[src/rtl/multi_edge_pulse.sv]
`default_nettype none
// ============================================================================
//  Module   : multi_edge_pulse
//  Brief    : N-channel synchroniser, debouncer and edge-to-pulse generator
//             with optional auto-repeat while a channel is held high.
//  Revision : 1.0 - initial release
// ============================================================================
module multi_edge_pulse #(
    parameter int N          = 4,
    parameter int DEBOUNCE   = 16,
    parameter int MODE       = 0,
    parameter int REPEAT_EN  = 0,
    parameter int REP_DELAY  = 1000,
    parameter int REP_PERIOD = 250
) (
    input  logic         clk,
    input  logic         rst,
    input  logic [N-1:0] in_trig,
    output logic [N-1:0] out_pulse,
    output logic [N-1:0] level,
    output logic         any_pulse
);

    // Debounce counter only ever reaches DEBOUNCE-1, so it cannot wrap
    localparam int c_CNT_W = $clog2(DEBOUNCE + 1);
    localparam logic [c_CNT_W-1:0] c_CNT_LAST = c_CNT_W'(DEBOUNCE - 1);

    // Repeat counter must hold the larger of the two reload values
    localparam int c_RC_MAX = (REP_DELAY > REP_PERIOD) ? REP_DELAY : REP_PERIOD;
    localparam int c_RC_W   = $clog2(c_RC_MAX + 1);

    localparam logic c_USE_RISE = (MODE == 0) || (MODE == 2);
    localparam logic c_USE_FALL = (MODE == 1) || (MODE == 2);
    // Auto-repeat is meaningless for falling-edge-only operation
    localparam bit   c_REP_ON   = (REPEAT_EN != 0) && (MODE != 1);

    logic [N-1:0] w_pulse_d;
    logic         r_any;

    generate
        for (genvar i = 0; i < N; i++) begin : g_ch
            logic               r_s1;
            logic               r_s2;
            logic               r_level;
            logic               r_lvl_d;
            logic               r_pulse;
            logic [c_CNT_W-1:0] r_cnt;
            logic               w_rise;
            logic               w_fall;
            logic               w_rep_fire;

            // Two-flop synchroniser followed by a stable-level debouncer
            always_ff @(posedge clk) begin
                if (rst) begin
                    r_s1    <= 1'b0;
                    r_s2    <= 1'b0;
                    r_level <= 1'b0;
                    r_lvl_d <= 1'b0;
                    r_cnt   <= '0;
                end else begin
                    r_s1    <= in_trig[i];
                    r_s2    <= r_s1;
                    r_lvl_d <= r_level;
                    if (r_s2 == r_level) begin
                        r_cnt <= '0;
                    end else if (r_cnt == c_CNT_LAST) begin
                        r_level <= r_s2;
                        r_cnt   <= '0;
                    end else begin
                        r_cnt <= r_cnt + 1'b1;
                    end
                end
            end

            assign w_rise = r_level & ~r_lvl_d;
            assign w_fall = ~r_level & r_lvl_d;

            // Edge and repeat events are mutually exclusive: a repeat needs the
            // level high for the previous cycle, a rise needs it low
            assign w_pulse_d[i] = (c_USE_RISE & w_rise) | (c_USE_FALL & w_fall) | w_rep_fire;

            // Registered one-cycle output pulse
            always_ff @(posedge clk) begin
                if (rst) begin
                    r_pulse <= 1'b0;
                end else begin
                    r_pulse <= w_pulse_d[i];
                end
            end

            assign out_pulse[i] = r_pulse;
            assign level[i]     = r_level;

            if (c_REP_ON) begin : g_rep
                localparam logic [1:0] c_IDLE = 2'd0;
                localparam logic [1:0] c_WAIT = 2'd1;
                localparam logic [1:0] c_RPT  = 2'd2;

                logic [1:0]        r_state;
                logic [1:0]        w_state_nxt;
                logic [c_RC_W-1:0] r_rc;
                logic [c_RC_W-1:0] w_rc_nxt;

                // Repeat state and countdown register
                always_ff @(posedge clk) begin
                    if (rst) begin
                        r_state <= c_IDLE;
                        r_rc    <= '0;
                    end else begin
                        r_state <= w_state_nxt;
                        r_rc    <= w_rc_nxt;
                    end
                end

                // Next-state: a low level always drops back to idle immediately
                always_comb begin
                    w_state_nxt = r_state;
                    w_rc_nxt    = r_rc;
                    if (!r_level) begin
                        w_state_nxt = c_IDLE;
                        w_rc_nxt    = '0;
                    end else begin
                        case (r_state)
                            c_IDLE: begin
                                if (w_rise) begin
                                    w_state_nxt = c_WAIT;
                                    w_rc_nxt    = c_RC_W'(REP_DELAY);
                                end
                            end
                            c_WAIT: begin
                                if (r_rc == c_RC_W'(1)) begin
                                    w_state_nxt = c_RPT;
                                    w_rc_nxt    = c_RC_W'(REP_PERIOD);
                                end else begin
                                    w_rc_nxt = r_rc - c_RC_W'(1);
                                end
                            end
                            c_RPT: begin
                                if (r_rc == c_RC_W'(1)) begin
                                    w_rc_nxt = c_RC_W'(REP_PERIOD);
                                end else begin
                                    w_rc_nxt = r_rc - c_RC_W'(1);
                                end
                            end
                            default: begin
                                w_state_nxt = c_IDLE;
                                w_rc_nxt    = '0;
                            end
                        endcase
                    end
                end

                // Output: fire when the countdown expires while still held
                always_comb begin
                    w_rep_fire = 1'b0;
                    if (r_level && (r_state != c_IDLE) && (r_rc == c_RC_W'(1))) begin
                        w_rep_fire = 1'b1;
                    end
                end
            end else begin : g_norep
                assign w_rep_fire = 1'b0;
            end
        end
    endgenerate

    // Aggregate pulse, registered so it aligns with out_pulse
    always_ff @(posedge clk) begin
        if (rst) begin
            r_any <= 1'b0;
        end else begin
            r_any <= |w_pulse_d;
        end
    end

    assign any_pulse = r_any;

endmodule
`default_nettype wire

[config.mk]
export PLATFORM = sky130hd
export DESIGN_NAME = multi_edge_pulse
export DESIGN_NICKNAME = d
export VERILOG_FILES = /design/src/rtl/multi_edge_pulse.sv
export SDC_FILE = /design/constraint.sdc
export NUM_CORES = 1
export LEC_CHECK = 0
export BUFFER_PORTS_ARGS = -buffer_cell sky130_fd_sc_hd__buf_2
export CAP_MARGIN = 0
export CORE_ASPECT_RATIO = 1.25
export CORE_MARGIN = 5
export CORE_UTILIZATION = 45
export DETAILED_ROUTE_END_ITERATION = 16
export GPL_ROUTABILITY_DRIVEN = 0
export PLACE_DENSITY = 0.7
export SLEW_MARGIN = 20
export SYNTH_ARGS = -nofsm -noshare
export SYNTH_HDL_FRONTEND = slang
export SYNTH_SLANG_ARGS = --single-unit
[constraint.sdc]
create_clock -name clk -period 4.5 [get_ports clk]
set_input_delay 0.225 -clock clk [delete_from_list [all_inputs] [get_ports clk]]
set_output_delay 0.225 -clock clk [all_outputs]
set_load 0.005 [all_outputs]
==> key figures <==
STA
  • Final Slew Violations: 0
  • Slew headroom: 76.9%
  • Min cycle time layout: approximately 1.5 ns
  • Worst slew pin tran: approximately 0.35 ns
  • Final setup vio count: 0
  • RSZ-0062 raised after global routing: no
  • Fin. Hold Viols: 0
  • Setup Skew: 0.00541 ns
  • Tcrit/Tclk final: 34.3%
  • Fmax achieved: 647 MHz
  • Setup TNS: 0 ns
  • Final WS setup: 2.95 ns

Global routing
  • Total congestion overflow: 0
  • Maximum number of pins on one net before global-route repair: 22
  • Global-route wire length before repair: 3390 um
  • Number of global-route vias before repair: 836
  • Initial antenna violation count: 0
  • Gr usage total: around a tenth

Die
  • Die Footprint: 4550 sq um
  • Initial Util: 46.4%
  • Die extent in y: 74.2 um
  • Row count: 23
  • Core Box Area: 3190 sq um
  • Horiz. Die Dim: 61.3 um
  • I/O pin count: 15

CTS
  • Clk sink count: just over 40
  • TritonCTS clock tree: done
  • Setup Fix Bufs, Post-CTS: 0
  • Root buffer cell: clkbuf_8
  • Post-CTS resize count: 0
  • Post-CTS Hold Fix Bufs: 0
  • Clock transition at path regs: 0.07 ns
  • Clock buffer depth: 2
  • Cts bufs inserted: 5
  • Clk_lat worst skew: 0.29 ns
  • H-tree level count: 2

Power and ir drop
  • Switching Share: 19.1%
  • Leak: 0.000659 uW
  • Seq pwr share: 60.4%
  • Max IR drop VDD: between 0.3 and 0.4 mV
  • Combinational power share: 1.9%
  • Total power: 611 uW
  • Pint: around 500 uW
  • Clock power share: 37.7%
  • Pwr Density: 379 nW/um^2
  • Net Sw Power: 117 uW

Routing
  • Antenna Violating Nets Remaining: 0
  • Residual DRC: 0
  • Vias per std cell: about 4.5
  • Via count: 858
  • Drt first pass iters: 4
  • Total wire length: 1930 um
  • 1st-iter DRT viols: 6
  • Wire per inst: 10.2 um

Setup path
  • CP endpoint kind: flip-flop
  • Worst EP required: 4.72 ns
  • Startpoint Class: flip-flop
  • Crit-path max FO: 5
  • Crit Path Class: reg -> reg
  • Crit path arrival time: 1.77 ns

Yosys
  • Yosys top cell area share: roughly 55%
  • Synth unique cells: 18
  • Syn Inst Count: between 100 and 150
  • Seq/Total Area, Yosys: 55.4%
  • Number of flops mapped to enable cells by yosys: 0
  • Number of synthesized register bits: just over 40
  • Post-synthesis area per instance: 10.5 sq um
  • Area leader, netlist: dfxtp_1
  • Synthesized cell area: 1480 sq um
  • Top_reg_cell synth: dfxtp_1
  • FFs w/ async S/R, synth: 0%
  • Net count after synthesis: 155
  • Ys Warns: 0
  • Ranking of synthesized cells by area: dfxtp_1 (55%), ha_1 (6.8%), nor2_1 (6.1%)

Cells and area
  • Diodes inserted: 0
  • Post-layout util: 50.6%
  • Multi-input logic area: between 500 and 600 sq um
  • Synth-to-layout area growth: 9.04%
  • # fillers: 292
  • Share of layout cells above drive strength 1: roughly 16%
  • Nets@finish: around 170
  • Sequential cell area: 821 sq um
  • Finished Layout Cells: ~190

Outcome
  • Outcome: completed

Placement
  • Placed insts: 182
  • PortBufs: 14
  • Pre-CTS setup slack: 2.96 ns
  • Hpwl dp: 1450 um

Run
  • Max-cap violations: 0

Hold path
  • Type of the worst min-delay path: in -> reg
## area by class of cell
type	instances	share of cell area, %
Tap cell	37	2.87
Timing Repair Buffer	14	4.34
Clock buffer	7	5.34
Inverter	10	2.32
Sequential cell	41	50.8
Multi-Input combinational cell	80	34.3
## worst max-delay path: stages, from the launching register on
cell and delay, ns:
dfxtp_1 0.33, ha_1 0.23, and3_1 0.19, ha_1 0.20, or3_4 0.42, nor2_1 0.12
## path summary, 6_finish.rpt
path	start	to	slack (ns)	cells after the start
max	g_ch[3].r_cnt[0]	g_ch[3].r_cnt[3]	2.95	5
min	in_trig[2]	g_ch[2].r_s1	0.15	2
min reg2reg	g_ch[3].r_lvl_d	g_ch[3].r_pulse	0.41	1
max reg2reg	g_ch[3].r_cnt[0]	g_ch[3].r_cnt[3]	2.95	5
## power groups by stage
| stage | Clock, uW | Combinational [uW] | Sequential [uW] |
|---|---|---|---|
| 6_report | 230 | 11.7 | 369 |
| 5_1_grt | 258 | 13.3 | 370 |
| 3_3_place_gp | 0 | 11.6 | 377 |
| 3_5_place_dp | 0 | 12.0 | 378 |
| 2_1_floorplan | 0 | 8.87 | 377 |
| 4_1_cts | 245 | 12.1 | 369 |
## cells in the final DEF, fill, tap and decap left out
master	count
buf_2	14
and3_1	4
dfxtp_1	41
a31oi_1	1
and2_1	2
or3_4	4
inv_1	10
clkbuf_1	1
clkbuf_8	6
nor2_1	24
a22oi_1	1
xor2_1	4
or2b_1	2
ha_1	8
mux2i_1	4
nor2b_1	14
xnor2_1	8
nand3_1	4
## metal layers
layer | vias to the layer above | GRT usage (%) | wire length, um
met3 | 6 | 5.73 | 163
met5 | - | 0 | 0
met4 | 0 | 5.78 | 48
li1 | 456 | - | -
met1 | 378 | 10.0 | 794
met2 | 18 | 17.3 | 921
## synthesized netlist by cell type (all sizes together), types with 2 or more instances
master   n
nand3    4
or2b     2
mux2i    4
ha       8
inv     10
and2     2
nor2    24
nor2b   14
buf      9
xnor2    8
or3      4
xor2     4
and3     4
dfxtp   41
## logic make-up (layout without fill, tap and decap cells)
kind of cell	after synthesis	in the layout	share of synthesized area [%]
xor+xnor	12	12	7.09
mux	4	4	2.70
compound gates	2	2	0.930
buf+inv	20	31	7.18
fa+ha+maj	8	8	6.76
flops	41	41	55.4
simple gates	54	54	19.9
## sequential cells by signal, indices dropped and copies added (netlist names)
name          cells
g_ch.r_pulse      4
g_ch.r_cnt       20
g_ch.r_lvl_d      4
g_ch.r_s1         4
g_ch.r_level      4
g_ch.r_s2         4
any_pulse         1
## metrics by stage
step / hold WS [ns] / instance area (sq um)
finish: 0.148 / 1620
global route: 0.143 / 1620
CTS: 0.129 / 1620
detailed placement: 0.402 / 1530
global placement: 0.397 / 1530
floorplan: 0.353 / 1480
Power figures use the tool's default switching activity.
